### config.mk
export PLATFORM = sky130hd
export DESIGN_NAME = module_alu_param
export DESIGN_NICKNAME = d
export VERILOG_FILES = /design/src/rtl/module_alu_param.sv
export SDC_FILE = /design/constraint.sdc
export NUM_CORES = 1
export LEC_CHECK = 0
export ABC_AREA = 1
export BUFFER_PORTS_ARGS = -buffer_cell sky130_fd_sc_hd__buf_2
export CORE_AREA = 2 2 55 57
export CTS_CLUSTER_SIZE = 20
export DETAILED_ROUTE_END_ITERATION = 8
export DIE_AREA = 0 0 57 59
export GPL_TIMING_DRIVEN = 0
export HOLD_SLACK_MARGIN = 0.02
export PLACE_DENSITY = 0.8
export SLEW_MARGIN = 5
export SYNTH_ARGS = -nofsm -noshare
export SYNTH_HDL_FRONTEND = slang
export SYNTH_SLANG_ARGS = --single-unit
### constraint.sdc
create_clock -name clk_i -period 3.3 [get_ports clk_i]
set_clock_uncertainty 0.05 [all_clocks]
set_input_delay 0.33 -clock clk_i [delete_from_list [all_inputs] [get_ports clk_i]]
set_output_delay 0.33 -clock clk_i [all_outputs]
set_load 0.02 [all_outputs]
### src/rtl/module_alu_param.sv
// Parametrised registered ALU: single-cycle logic/arithmetic ops, iterative
// one-bit-per-cycle shifts, N/Z/C/V flags and a start/done handshake.
module module_alu_param #(
    parameter int WIDTH = 4
) (
    input  logic             clk_i,
    input  logic             rst_n_i,
    input  logic             start_i,
    input  logic [WIDTH-1:0] ALUA_i,
    input  logic [WIDTH-1:0] ALUB_i,
    input  logic [3:0]       ALUControl_i,
    input  logic             ALUFlagIn_i,
    output logic             ready_o,
    output logic             done_o,
    output logic [WIDTH-1:0] ALUResult_o,
    output logic [3:0]       ALUFlags_o
);

    localparam logic [3:0] OP_AND = 4'd0;
    localparam logic [3:0] OP_OR  = 4'd1;
    localparam logic [3:0] OP_ADD = 4'd2;
    localparam logic [3:0] OP_INC = 4'd3;
    localparam logic [3:0] OP_DEC = 4'd4;
    localparam logic [3:0] OP_NOT = 4'd5;
    localparam logic [3:0] OP_SUB = 4'd6;
    localparam logic [3:0] OP_XOR = 4'd7;
    localparam logic [3:0] OP_SLL = 4'd8;
    localparam logic [3:0] OP_SRL = 4'd9;

    localparam logic [WIDTH-1:0] WIDTH_V = WIDTH'(WIDTH);
    localparam logic [WIDTH-1:0] ONE_V   = WIDTH'(1);

    typedef enum logic {IDLE, SHIFT} state_t;

    function automatic logic [3:0] make_flags(input logic [WIDTH-1:0] r,
                                              input logic c, input logic v);
        return {r[WIDTH-1], (r == '0), c, v};
    endfunction

    state_t           state;
    logic [WIDTH-1:0] cnt;
    logic [WIDTH-1:0] work_p1;
    logic             shl_p1;
    logic             fill_p1;

    logic [WIDTH-1:0] add_b;
    logic             add_cin;
    logic [WIDTH:0]   sum;
    logic             ovf;
    logic [WIDTH-1:0] res_c;
    logic             c_c;
    logic             v_c;
    logic             illegal_c;
    logic [3:0]       flags_c;
    logic             is_shift;
    logic [WIDTH-1:0] k_c;
    logic [WIDTH-1:0] step_val;
    logic             step_out;

    assign ready_o  = (state == IDLE);
    assign is_shift = (ALUControl_i == OP_SLL) || (ALUControl_i == OP_SRL);
    assign k_c      = (ALUB_i >= WIDTH_V) ? WIDTH_V : ALUB_i;

    // Subtraction and decrement reuse the adder as A + ~B + 1.
    always_comb begin
        add_b   = ALUB_i;
        add_cin = 1'b0;
        case (ALUControl_i)
            OP_INC: begin add_b = '0;      add_cin = 1'b1; end
            OP_DEC: begin add_b = ~ONE_V;  add_cin = 1'b1; end
            OP_SUB: begin add_b = ~ALUB_i; add_cin = 1'b1; end
            default: ;
        endcase
        sum = {1'b0, ALUA_i} + {1'b0, add_b} + {{WIDTH{1'b0}}, add_cin};
        ovf = (ALUA_i[WIDTH-1] == add_b[WIDTH-1]) && (sum[WIDTH-1] != ALUA_i[WIDTH-1]);
    end

    always_comb begin
        res_c     = '0;
        c_c       = 1'b0;
        v_c       = 1'b0;
        illegal_c = 1'b0;
        case (ALUControl_i)
            OP_AND: res_c = ALUA_i & ALUB_i;
            OP_OR:  res_c = ALUA_i | ALUB_i;
            OP_XOR: res_c = ALUA_i ^ ALUB_i;
            OP_NOT: res_c = ~ALUA_i;
            OP_ADD, OP_INC, OP_DEC, OP_SUB: begin
                res_c = sum[WIDTH-1:0];
                c_c   = sum[WIDTH];
                v_c   = ovf;
            end
            OP_SLL, OP_SRL: res_c = ALUA_i;
            default: illegal_c = 1'b1;
        endcase
        flags_c = illegal_c ? 4'b0100 : make_flags(res_c, c_c, v_c);
    end

    always_comb begin
        if (shl_p1) begin
            step_val = {work_p1[WIDTH-2:0], fill_p1};
            step_out = work_p1[WIDTH-1];
        end else begin
            step_val = {fill_p1, work_p1[WIDTH-1:1]};
            step_out = work_p1[0];
        end
    end

    // Stage p1: shift working register, loaded at accept and stepped in SHIFT
    always_ff @(posedge clk_i) begin
        if (state == IDLE) begin
            if (start_i && is_shift) begin
                work_p1 <= ALUA_i;
                shl_p1  <= (ALUControl_i == OP_SLL);
                fill_p1 <= ALUFlagIn_i;
            end
        end else begin
            work_p1 <= step_val;
        end
    end

    // Control and registered result/flag write-back
    always_ff @(posedge clk_i) begin
        if (!rst_n_i) begin
            state       <= IDLE;
            cnt         <= '0;
            done_o      <= 1'b0;
            ALUResult_o <= '0;
            ALUFlags_o  <= 4'b0000;
        end else begin
            done_o <= 1'b0;
            case (state)
                IDLE: begin
                    if (start_i) begin
                        if (is_shift && (k_c != '0)) begin
                            cnt   <= k_c;
                            state <= SHIFT;
                        end else begin
                            ALUResult_o <= res_c;
                            ALUFlags_o  <= flags_c;
                            done_o      <= 1'b1;
                        end
                    end
                end
                SHIFT: begin
                    cnt <= cnt - ONE_V;
                    if (cnt == ONE_V) begin
                        ALUResult_o <= step_val;
                        ALUFlags_o  <= make_flags(step_val, step_out, 1'b0);
                        done_o      <= 1'b1;
                        state       <= IDLE;
                    end
                end
                default: state <= IDLE;
            endcase
        end
    end

endmodule

Yosys cells after proc, flatten, opt, wreduce, memory -nomap -nowiden
Index checks and enable logic that the tools add are counted.
- add/subtract/negate cells: 3
- $lt $le $gt $ge: 1
- eq/ne operators: 16
- mux-type cells: 30
- bitwise operators: 6
- reduce and logical (&&, ||, !) cells: 16
- operators with widths (operator ; number):
    $mux W4 ; 13
    $pmux W4 S2 ; 3
    $pmux W4 S6 ; 1
    $eq A4 B3 Y1 const B ; 4
    $logic_not A4 Y1 ; 3
    $pmux W4 S3 ; 1
    $mux W1 ; 10
    $reduce_or A10 Y1 ; 1
    $eq A4 B1 Y1 const B ; 2
    $eq A4 B2 Y1 const B ; 2
    $eq A4 B4 Y1 const B ; 2
    $not A4 Y4 ; 2
    $add A4 B4 Y5 ; 1
    $add A5 B1 Y5 ; 1
    $and A4 B4 Y4 ; 1
    $ge A4 B3 Y1 const B ; 1
    $ne A2 B1 Y1 const B ; 2
    $ne A2 B2 Y1 const B ; 2
    $or A4 B4 Y4 ; 1
    $pmux W1 S2 ; 2
    $reduce_and A2 Y1 ; 2
    $reduce_bool A4 Y1 ; 1
    $reduce_or A4 Y1 ; 1
    $sub A4 B1 Y4 const B ; 1
    10 further kinds ; 12
- bits in registers: 20
- logic and storage cells: 80

Logic depth before layout (Yosys ltp)
- depth in word-level cells: 11
- depth in mapped cells: 15
- mapped depth without buffers: 15

Worst setup path after synthesis
Ideal clock, no wire load.
- path kind: input to register
- from: in ALUControl_i[3]
- to: reg ALUResult_o[2]
- setup time: 0.118 ns
- arrival time: 2.178 ns
- required time: 3.132 ns
- slack: 0.953 ns
- cell stages on the path: 13
- path buffers: 0
- cells stage by stage: nor2_4 -> nand2_1 -> nand2_1 -> o21ai_0 -> fa_1 -> fa_1 -> xor2_1 -> nand2_1 -> nand3_1 -> nor3_2 -> inv_1 -> nand2_1 -> a21oi_2
- word-level cells in the longest chain between the ends: 8
- elaborated cells between the ends (all ways): 25
- classes of those cells: add/sub (2); eq/ne (10); mux (6); reduce/logical (7)
- ends and longest elaborated chain (item ; line ; source):
    from (decl) ; 11 ; input logic [3:0] ALUControl_i,
    $eq A4 B3 Y1 / $eq A4 B2 Y1 (equally long branches) ; 68, 83 ;
    $pmux W4 S3 / $reduce_or A3 Y1 (equally long branches) ; n/a ;
    $add A4 B4 Y5 / $mux W1 (equally long branches) ; 74, 68 ;
    $add A5 B1 Y5 ; 74 ; sum = {1'b0, ALUA_i} + {1'b0, add_b} + {{WIDTH{1'b0}}, add_cin};
    $pmux W4 S6 ; 83 ; case (ALUControl_i)
    $mux W4 ; 135 ; if (is_shift && (k_c != '0)) begin
    $mux W4 ; 134 ; if (start_i) begin
    $pmux W4 S2 ; 132 ; case (state)
    to (signal assigned) ; 139 ; ALUResult_o <= res_c;
    to (signal assigned) ; 148 ; ALUResult_o <= step_val;
    to (decl) ; 15 ; output logic [WIDTH-1:0] ALUResult_o,
Parallel ways exist; a longest one is shown, timed or not. The select of a mux whose other input is x is not followed.
A chain may end at the register's enable or synchronous reset.

Final worst setup path
- from: in ALUControl_i[3]
- to: reg ALUFlags_o[2]
- word-level cells in the longest chain between the ends: 10
- elaborated cells between the ends (all ways): 28
- classes of those cells: add/sub (2); eq/ne (10); mux (7); reduce/logical (9)
- ends and longest elaborated chain (item ; line ; source):
    $eq A4 B3 Y1 / $eq A4 B2 Y1 (equally long branches) ; 68, 83 ;
    $pmux W4 S3 / $reduce_or A3 Y1 (equally long branches) ; n/a ;
    $add A4 B4 Y5 / $mux W1 (equally long branches) ; 74, 68 ;
    $add A5 B1 Y5 ; 74 ;
    $pmux W4 S6 ; 83 ;
    $logic_not A4 Y1 ; 37 ; return {r[WIDTH-1], (r == '0), c, v};
    $mux W4 ; 96 ; flags_c = illegal_c ? 4'b0100 : make_flags(res_c, c_c, v_c);
    $mux W4 ; 135 ;
    $mux W4 ; 134 ;
    $pmux W4 S2 ; 132 ;
    to (signal assigned) ; 140 ; ALUFlags_o <= flags_c;
    to (signal assigned) ; 149 ; ALUFlags_o <= make_flags(step_val, step_out, 1'b0);
    to (decl) ; 16 ; output logic [3:0] ALUFlags_o
Parallel ways exist; a longest one is shown, timed or not. The select of a mux whose other input is x is not followed.

==> reports/summary.txt <==
Die Y-Extent = 59 µm
Crit-path cells = buf_2, nor2_4, nand2_1, nand2_1, o21ai_0, fa_1, fa_1, xor2_1, nand2_1, nand3_1, nor3_2, nand3_1, a21oi_1
Most frequent cell after synthesis = nand2_1
Clock power frac = 0.272
Row count = 19
Synth Flop Type = dfxtp_1
Sw Pwr = 0.000202 W
Vias in the first global route = 1363
Post-synthesis cell count = 231
Sequential power share = 0.439
EDFF count, synth = 6
Min Tclk post-route = 2490 ps
Total core area = 2710 µm²
Max Slew Vio Count = 0
Internal power = 0.000426 W
Wire per inst = 12.3 µm
Post-synthesis cell area = 1590 µm²
WP buf/inv = 1
H-tree levels = 1
Leakage power = 0.880 nW
Fin crit share = 0.756
Status = finished clean
Post-cts sizing count = 0
Routability cong. = 0.892
Starting Density = 0.588
Die width = 57 µm
Global-route wire length before repair = 6000 µm
Pin count of the biggest net entering global routing = 13
Synth top cells by count = nand2_1, inv_1, nor2_1
Nets = 292
Finished Core Util = 0.666
Final hold slack = 146 ps
YS warnings = 0
Post-Route WL = 3570 µm
Final Hold Viols = 0
Post-synth top area share = 0.176
CTS sink cnt = 20
CP max FO = 9
Post-CTS Setup Bufs = 0
Grt total ovfl = 0
# IOs = 26
Slew at the pin closest to its max-slew limit = 580 ps
Routed Antenna Nets = 0
Final setup TNS = 0 ps
Critical path's top delay family = simple AND/OR/NAND/NOR gates
Ant diodes = 0
Maximum Capacitance Violations = 0
Fill cells = 282
Worst Path Arrival = 2680 ps
DR iter-0 viols = 72
Post-DP HPWL = 2950 µm
Peak Freq = 401 MHz
Unique masters post-synth = 33
Max stage delay on crit path = 440 ps
Yosys top cell by area = dfxtp_1
Top post-synthesis cells by area = dfxtp_1, nand2_1, edfxtp_1
Worst Path Required = 3490 ps
Die area = 3360 µm²
Endpoints failing setup = 0
Power Density = 348 nW/µm²
Post-synthesis sequential area ratio = 0.289
DRC Markers = 0
Reg clk slew, reported paths = 110 ps
Clk buf depth = 2
Via count = 1553
CTS Buf Count = 3
Sw Share = 0.321
Ys async rst share = 0
Antenna violations before repair = 0
Clk_lat worst skew = 310 ps
Part of the power in combinational logic = 0.288
Critical Path End Type = register
Tot Pwr = 0.000628 W
Syn Nets = 262
Hold Crit Class = in2reg
Vias per inst = 5.34
CTS root buf = clkbuf_4
Register-to-register setup slack = 1670 ps
Slowest cell on crit path = fa_1
Total global-route track usage = 0.231
Ratio of cells with drive above 1 in the final layout = 0.177
Drt first pass iters = 4
Hold_buf cts = 0
Layout area overhead = 13.3%
Crit path top cell by count = nand2_1
Peak supply drop = 0.290 mV
Syn Area/Cell = 6.90 µm²
Setup CP Type = in2reg
I/O Buffers = 25
Startpoint Class = primary input
Unrepaired setup endpoints after global routing = false
Max_slew headroom = 0.611
Synthesis-stage register bit count = 20
CTS tree = done
power by group through the flow:
stage / clock (W) / sequential (W) / combinational [W]
5_1_grt: 0.000184 / 0.000278 / 0.000204
3_5_place_dp: 0 / 0.000281 / 0.000179
4_1_cts: 0.000173 / 0.000276 / 0.000180
3_3_place_gp: 0 / 0.000281 / 0.000176
2_1_floorplan: 0 / 0.000294 / 0.000110
6_report: 0.000171 / 0.000276 / 0.000181
placed cells by master (no fill, tap or decap), types with 4 or more instances in the layout:
cell type  count
edfxtp_1       6
nand3_1       19
nor2_2         4
o21ai_0       19
buf_2         25
ha_1          13
nand2_1       49
a31oi_1        5
dfxtp_1       14
a21oi_1       14
inv_1         28
nor2_1        27
per-layer routing:
metal / part of all wire / GRT usage / vias to the layer above
li1: - / - / 815
met1: 0.47 / 0.299 / 692
met2: 0.47 / 0.407 / 41
met3: 0.053 / 0.0328 / 5
met4: 0.011 / 0.0598 / 0
met5: 0 / 0 / -
kinds of logic after synthesis:
group | Yosys count | share of synthesized area
and+or+nand+nor | 113 | 0.322
AOI/OAI and AO/OA | 45 | 0.157
buffers and inverters | 35 | 0.0872
DFF | 20 | 0.289
adders and majority gates | 15 | 0.127
xor gates and xnor gates | 2 | 0.0110
muxes | 1 | 0.00628
worst paths after layout:
check	cells past startpoint	endpoint	start
hold reg to reg	2	ALUResult_o[3]	ALUResult_o[3]
setup / recovery	13	ALUFlags_o[2]	ALUControl_i[3]
setup reg to reg	5	ALUFlags_o[2]	shl_p1
hold / removal	1	fill_p1	ALUFlagIn_i
cell type report:
class / instances / area (µm²) / area share
Buffer: 4 / 22.5 / 0.0125
Clock buffer: 4 / 47.5 / 0.0264
Inverter: 31 / 116 / 0.0645
Multi-Input combinational cell: 176 / 993 / 0.551
Sequential cell: 20 / 460 / 0.255
Tap cell: 31 / 38.8 / 0.0215
Timing Repair Buffer: 25 / 125 / 0.0693
sequential cells by signal, summed over array words and instances (netlist names):
register	count
ALUFlags_o	4
ALUResult_o	4
cnt	4
work_p1	4
done_o	1
fill_p1	1
shl_p1	1
state	1
per-stage QoR:
stage	cells	setup slack (ps)	area [µm²]
after global routing	291	650	1800
after floorplan	231	953	1590
after CTS	291	825	1800
after global placement	287	531	1760
final	291	807	1800
after detailed placement	287	514	1760
No activity file was read; power rests on OpenSTA's default activity.
